[config.mk]
export PLATFORM = sky130hd
export DESIGN_NAME = riscv_fetch_unit
export DESIGN_NICKNAME = d
export VERILOG_FILES = /design/src/rtl/riscv_fetch_unit.sv
export SDC_FILE = /design/constraint.sdc
export NUM_CORES = 1
export LEC_CHECK = 0
export BUFFER_PORTS_ARGS = -buffer_cell sky130_fd_sc_hd__buf_2
export CAP_MARGIN = 25
export CORE_UTILIZATION = 30
export CTS_BUF_LIST = sky130_fd_sc_hd__clkbuf_8
export DETAILED_ROUTE_END_ITERATION = 12
export GPL_TIMING_DRIVEN = 0
export REMOVE_ABC_BUFFERS = 1
export SYNTH_ARGS = -nofsm -noshare
export SYNTH_HDL_FRONTEND = slang
export SYNTH_SLANG_ARGS = --single-unit
[constraint.sdc]
create_clock -name CLK -period 11.8 [get_ports CLK]
set_input_delay 2.36 -clock CLK [delete_from_list [all_inputs] [get_ports CLK]]
set_output_delay 2.36 -clock CLK [all_outputs]
set_load 0.1 [all_outputs]
[src/rtl/riscv_fetch_unit.sv]
// Instruction-fetch stage: owns the fetch PC, drives the synchronous I-memory and buffers returned words.
// Optional build macro IF_PERF_CNT_EN adds fetch/squash/stall performance counters.
module riscv_fetch_unit #(
    parameter logic [31:0] RESET_PC = 32'h0000_0000,
    parameter int          FQ_DEPTH = 2
) (
    input  logic        CLK,
    input  logic        RSTn,
    output logic        I_MEM_CSN,
    output logic [31:0] I_MEM_ADDR,
    input  logic [31:0] I_MEM_DI,
    input  logic        ID_STALL,
    input  logic        REDIRECT,
    input  logic [31:0] REDIRECT_PC,
    output logic        IF_VALID,
    output logic [31:0] IF_INST,
    output logic [31:0] IF_PC
`ifdef IF_PERF_CNT_EN
    ,
    output logic [31:0] PERF_FETCHED,
    output logic [31:0] PERF_SQUASHED,
    output logic [31:0] PERF_STALL_CYC
`endif
);
    localparam int          PW  = (FQ_DEPTH > 1) ? $clog2(FQ_DEPTH) : 1;
    localparam int          CW  = PW + 1;
    localparam logic [31:0] NOP = 32'h0000_0013;

    logic [31:0]   fetch_pc_q, fetch_pc_d;
    logic [31:0]   pending_pc_q, pending_pc_d;
    logic          pending_q, pending_d;
    logic [CW-1:0] count_q, count_d;
    logic [PW-1:0] head_q, head_d, tail_q, tail_d;
    logic [31:0]   fq_pc_q [FQ_DEPTH];
    logic [31:0]   fq_pc_d [FQ_DEPTH];
    logic [31:0]   fq_inst_q [FQ_DEPTH];
    logic [31:0]   fq_inst_d [FQ_DEPTH];

    logic          pop, push, issue, room;
    logic [CW:0]   occ;
    logic [31:0]   redirect_addr;

    always_comb begin
        redirect_addr = REDIRECT_PC & ~32'h3;
        IF_VALID      = (count_q != '0);
        IF_INST       = IF_VALID ? fq_inst_q[head_q] : NOP;
        IF_PC         = IF_VALID ? fq_pc_q[head_q] : 32'h0;
        pop           = IF_VALID & ~ID_STALL & ~REDIRECT;
        // Slots already claimed (buffered + in flight) after this cycle's pop.
        occ           = {1'b0, count_q} + (CW+1)'(pending_q) - (CW+1)'(pop);
        room          = (occ < (CW+1)'(FQ_DEPTH));
        issue         = RSTn & (REDIRECT | room);
        I_MEM_CSN     = ~issue;
        I_MEM_ADDR    = REDIRECT ? redirect_addr : fetch_pc_q;
        push          = pending_q & ~REDIRECT;
    end

    always_comb begin
        fetch_pc_d   = issue ? I_MEM_ADDR + 32'd4 : fetch_pc_q;
        pending_pc_d = issue ? I_MEM_ADDR : pending_pc_q;
        pending_d    = issue;
        head_d       = head_q;
        tail_d       = tail_q;
        count_d      = count_q;
        fq_pc_d      = fq_pc_q;
        fq_inst_d    = fq_inst_q;
        if (REDIRECT) begin
            // Flush: the old-path response arriving this cycle is simply not pushed.
            count_d = '0;
            head_d  = tail_q;
        end else begin
            if (push) begin
                fq_pc_d[tail_q]   = pending_pc_q;
                fq_inst_d[tail_q] = I_MEM_DI;
                tail_d            = tail_q + PW'(1);
            end
            if (pop) begin
                head_d = head_q + PW'(1);
            end
            count_d = count_q + CW'(push) - CW'(pop);
        end
    end

    always_ff @(posedge CLK or negedge RSTn) begin
        if (!RSTn) begin
            fetch_pc_q   <= RESET_PC;
            pending_pc_q <= RESET_PC;
            pending_q    <= 1'b0;
            count_q      <= '0;
            head_q       <= '0;
            tail_q       <= '0;
        end else begin
            fetch_pc_q   <= fetch_pc_d;
            pending_pc_q <= pending_pc_d;
            pending_q    <= pending_d;
            count_q      <= count_d;
            head_q       <= head_d;
            tail_q       <= tail_d;
        end
    end

    always_ff @(posedge CLK) begin
        fq_pc_q   <= fq_pc_d;
        fq_inst_q <= fq_inst_d;
    end

`ifdef IF_PERF_CNT_EN
    logic [31:0] perf_fetched_q, perf_fetched_d;
    logic [31:0] perf_squashed_q, perf_squashed_d;
    logic [31:0] perf_stall_cyc_q, perf_stall_cyc_d;

    always_comb begin
        perf_fetched_d   = perf_fetched_q + 32'(push);
        perf_squashed_d  = perf_squashed_q;
        if (REDIRECT) begin
            perf_squashed_d = perf_squashed_q + 32'(count_q) + 32'(pending_q);
        end
        perf_stall_cyc_d = perf_stall_cyc_q + 32'(IF_VALID & ID_STALL);
    end

    always_ff @(posedge CLK or negedge RSTn) begin
        if (!RSTn) begin
            perf_fetched_q   <= 32'h0;
            perf_squashed_q  <= 32'h0;
            perf_stall_cyc_q <= 32'h0;
        end else begin
            perf_fetched_q   <= perf_fetched_d;
            perf_squashed_q  <= perf_squashed_d;
            perf_stall_cyc_q <= perf_stall_cyc_d;
        end
    end

    assign PERF_FETCHED   = perf_fetched_q;
    assign PERF_SQUASHED  = perf_squashed_q;
    assign PERF_STALL_CYC = perf_stall_cyc_q;
`endif

endmodule

* Word-level counts from Yosys, hierarchy flattened
Cells that the tools add are included.
** Storage, ports and cells
- Output and inout port bits :: 98
- Flip-flop bits (word level) :: 197
- Word-level logic and storage cells :: 51
- Input port bits :: 68
** Operators by class
- Reduce and logical (&&, ||, !) cells :: 4
- Bitwise gates (word level) :: 10
- Multiplexer cells :: 16
- $lt $le $gt $ge :: 4
- Add/subtract/negate cells :: 7
** Operators by type and width (count)
- $mux W32 :: 10
- $bwmux W64 :: 2
- $add A32 B3 Y32 const B :: 1
- $demux W32 S1 :: 1
- $and A1 B1 Y1 :: 4
- $ge A2 B2 Y1 const B :: 2
- $not A1 Y2 :: 2
- $reduce_bool A2 Y1 :: 2
- $add A2 B1 Y3 :: 1
- $lt A3 B2 Y1 const B :: 1
- $not A1 Y1 :: 3
- $sub A3 B1 Y3 :: 1
- $add A1 B1 Y1 const B :: 2
- $add A2 B1 Y2 :: 1
- $lt A2 B1 Y1 const B :: 1
- $mux W1 :: 2
- $mux W2 :: 1
- $reduce_and A2 Y1 :: 1
- $sub A2 B1 Y2 :: 1
- $logic_and A1 B1 Y1 :: 1
- $or A1 B1 Y1 :: 1

* Logic depth before layout (Yosys ltp)
- Depth in word-level cells :: 8
- Depth in mapped cells :: 15
- Mapped depth without buffers :: 9

* Worst setup path after synthesis
No wires, ideal clock.
- Path type :: input to output
- Start point :: input REDIRECT
- End point :: output I_MEM_CSN
- Cell stages on the path :: 12
- Required time :: 9.440 ns
- Setup slack :: 4.179 ns
- Arrival time :: 5.261 ns
- Buffers on the path :: 6
- Cell sequence :: clkbuf_4 -> buf_4 -> buf_2 -> nor4b_1 -> o21ai_0 -> fa_1 -> xnor2_1 -> a21oi_1 -> nand2b_1 -> clkbuf_1 -> buf_2 -> buf_2
** On the way
- Cells in the longest elaborated chain, start to end :: 7
** RTL lines
- from (decl) :: line 13 : input logic REDIRECT,
- $not A1 Y1 (no line)
- $and A1 B1 Y1 :: line 48 : pop = IF_VALID & ~ID_STALL & ~REDIRECT;
- $sub A3 B1 Y3 :: line 50 : occ = {1'b0, count_q} + (CW+1)'(pending_q) - (CW+1)'(pop);
- $lt A3 B2 Y1 :: line 51 : room = (occ < (CW+1)'(FQ_DEPTH));
- $or A1 B1 Y1 * :: line 52 : issue = RSTn & (REDIRECT | room);
- $and A1 B1 Y1 * :: line 52
- $not A1 Y1 * :: line 53 : I_MEM_CSN = ~issue;
- to (decl) :: line 9 : output logic I_MEM_CSN,
Mark *: on every way between the ends. The rest lies on a longest branch, timed or not.

* Final worst setup path
Same ends and word-level chain as after synthesis.

==> flow_summary.json <==
{
  "cts_resized": 0,
  "die_h_um": 172,
  "die_x_um": 172,
  "portBuffers": 163,
  "postSynth.asyncResetShare": 0.344,
  "whs_path_depth": 0,
  "power_leakage_nw": 4.43,
  "cts_setup_buffers": 0,
  "final_core_util": 0.366,
  "setup_viol": 0,
  "clock_skew_ns": 0.0210,
  "synth_top_area_cell": "edfxtp_1",
  "worstPathArrival_ns": 5.52,
  "worstMarginPinSlew_ns": 0.930,
  "end_kind": "output port",
  "grt_pass1_wl_um": 31100,
  "synthAdderAreaFrac": 0.00517,
  "ys_seq_area_frac": 0.634,
  "rr_worst_depth": 10,
  "drt_iter0_markers": 334,
  "cts_max_path_buffers": 2,
  "die_area_mm2": 0.0297,
  "drive_gt1_frac": 0.279,
  "fin_crit_ns": 7.88,
  "rsz0062_at_grt": "false",
  "initial_utilization": 0.304,
  "synth-simple-area-share": 0.136,
  "fmax_mhz": 127,
  "yosys_warnings": 0,
  "synth_top_family_by_area": "simple AND/OR/NAND/NOR gates",
  "root_buffer": "clkbuf_8",
  "hp-class": "flip-flop to flip-flop",
  "synth-compound-area-share": 0.0668,
  "ys_top_cells_by_area": "edfxtp_1, dfrtp_1, mux2i_1",
  "post-route-period-util": 0.667,
  "crit_required_ns": 9.44,
  "area_growth_pct": 20.3,
  "wl_per_cell_um": 16.5,
  "synth-edff-count": 128,
  "synth.most_common_cell": "edfxtp_1",
  "wirelength_um": 20600,
  "vias": 5698,
  "hpwl_um": 14100,
  "r2r_start": "count_q[0]$_DFF_PN0_",
  "grt_max_degree": 76,
  "h-tree-depth": 4,
  "gp_congestion": 0.738,
  "yosys.area_share.xor_xnor": 0.0191,
  "hold_end": "fq_pc_q[40]$_DFFE_PP_",
  "synth_top_area_frac": 0.441,
  "report.final.hold_viol_count": 0,
  "cts_buffers": 17,
  "cts_sinks": 195,
  "path_clk_slew_ns": 0.11,
  "yosys_register_bits": 195,
  "via_per_inst": 4.58,
  "rows": 62,
  "grtUsageTotal": 0.141,
  "tritoncts": "done",
  "synth_ff_type": "edfxtp_1",
  "final_cell_area_mm2": 0.0105,
  "core_mm2": 0.0286,
  "synth_area_mm2": 0.00871,
  "clock_latency_ns": 0.48,
  "maxCapViolCount": 0,
  "ir_worst_vdd_v": 0.0000925,
  "pin_count": 166,
  "powerDensity_mw_per_mm2": 242,
  "post_synth.cell_area_avg_um2": 12.6,
  "critPathLaunchType": "input port",
  "antenna_left": 0,
  "hp-start": "pending_pc_q[8]$_DFFE_PN0P_",
  "grt_pass1_vias": 5528,
  "grt_antenna_before_repair": 4,
  "finalNetCount": 916,
  "yosys-mux-area-fraction": 0.112,
  "yosys-top-cells-count": "edfxtp_1, nand2_1, nor2_1",
  "setup_tns_ns": 0,
  "cts_hold_buf": 0,
  "syn_inst": 689,
  "crit_fanout": 75,
  "drc": 0,
  "slew_headroom": 0.380,
  "post_dp_cell_area_mm2": 0.0101,
  "r2r-end": "fetch_pc_q[25]$_DFFE_PN0P_",
  "synthDistinctLibCells": 63,
  "detailedRoute.firstPassIterationCount": 4,
  "hold_slack_ns": 0.473,
  "overflow": 0,
  "critPathKind": "input port to output port",
  "worst-r2r-setup-slack_ns": 7.68,
  "drv_slew": 0,
  "status": "finished clean"
}
[per-layer routing]
metal	vias to the layer above	track usage	share of wire
met2	122	0.228	0.47
met5	-	0	0.00049
met3	17	0.0469	0.062
met1	2763	0.179	0.45
li1	2794	-	-
met4	2	0.0373	0.010
[layout by cell type (no fill, tap or decap), drive strengths merged, types with 4 or more instances in the layout]
cell type  count
a21oi          8
and3           6
and3b          4
buf          172
clkbuf        18
clkinv         6
dfrtp         67
edfxtp       128
inv           21
mux2          19
mux2i         76
nand2         92
nand3         14
nand3b         6
nand4          8
nand4b         4
nor2          83
nor3           5
nor4           4
o211ai         4
o21ai         34
o31ai         10
xnor2         15
xor2           4
[metrics by stage]
step	instances	power (W)	worst slack [ns]
global route	1243	0.00267	3.67
global placement	1201	0.00214	1.20
CTS	1242	0.00257	3.88
finish	1245	0.00253	3.92
detailed placement	1210	0.00214	3.89
floorplan	654	0.00190	3.44
[how the worst max path moves through the flow]
stage | startpoint | cells after the start | to
2_1_floorplan | REDIRECT | 6 | I_MEM_CSN
3_3_place_gp | REDIRECT | 7 | I_MEM_CSN
3_5_place_dp | REDIRECT | 9 | I_MEM_CSN
4_1_cts | REDIRECT | 9 | I_MEM_CSN
5_1_grt | REDIRECT | 9 | I_MEM_CSN
6_report | REDIRECT | 9 | I_MEM_CSN
[critical path, cell delays in order]
cell and delay [ns]:
buf_4 0.36, nor4b_1 0.61, o21ai_0 0.21, fa_1 0.41, xnor2_1 0.13, a21oi_1 0.15, nand2b_4 0.42, buf_16 0.30
buf_2 0.48
[cell type report]
| class | count | area (µm²) |
|---|---|---|
| repair buffers | 172 | 1040 |
| diodes | 3 | 7.51 |
| fillers | 2827 | 18200 |
| well taps | 384 | 480 |
| flip-flops and latches | 195 | 5520 |
| multi-input cells | 441 | 2980 |
| clock inverters | 14 | 125 |
| clock buffers | 18 | 248 |
| inverters | 18 | 67.6 |
[logic make-up (layout without fill, tap and decap cells)]
group / after synthesis / after routing
other: 0 / 3
multiplexers: 95 / 95
adder cells (fa/ha/maj): 3 / 3
flip-flops: 195 / 195
XOR/XNOR: 19 / 19
AND/OR/NAND/NOR: 242 / 242
AO/OA/AOI/OAI: 82 / 82
buffers and inverters: 53 / 222
[registers in the layout (all words and copies together) (netlist names)]
name,count
fq_inst_q,64
fq_pc_q,64
fetch_pc_q,32
pending_pc_q,30
count_q,2
head_q,1
pending_q,1
tail_q,1
[where the power goes]
| part | internal [W] | leakage, nW | switching [W] |
|---|---|---|---|
| logic | 0.000248 | 2.22 | 0.000869 |
| registers | 0.000893 | 2.02 | 0.0000999 |
| clock network | 0.000189 | 0.197 | 0.000234 |
| total | 0.00133 | 4.43 | 0.00120 |
(Power assumes the default switching activity.)
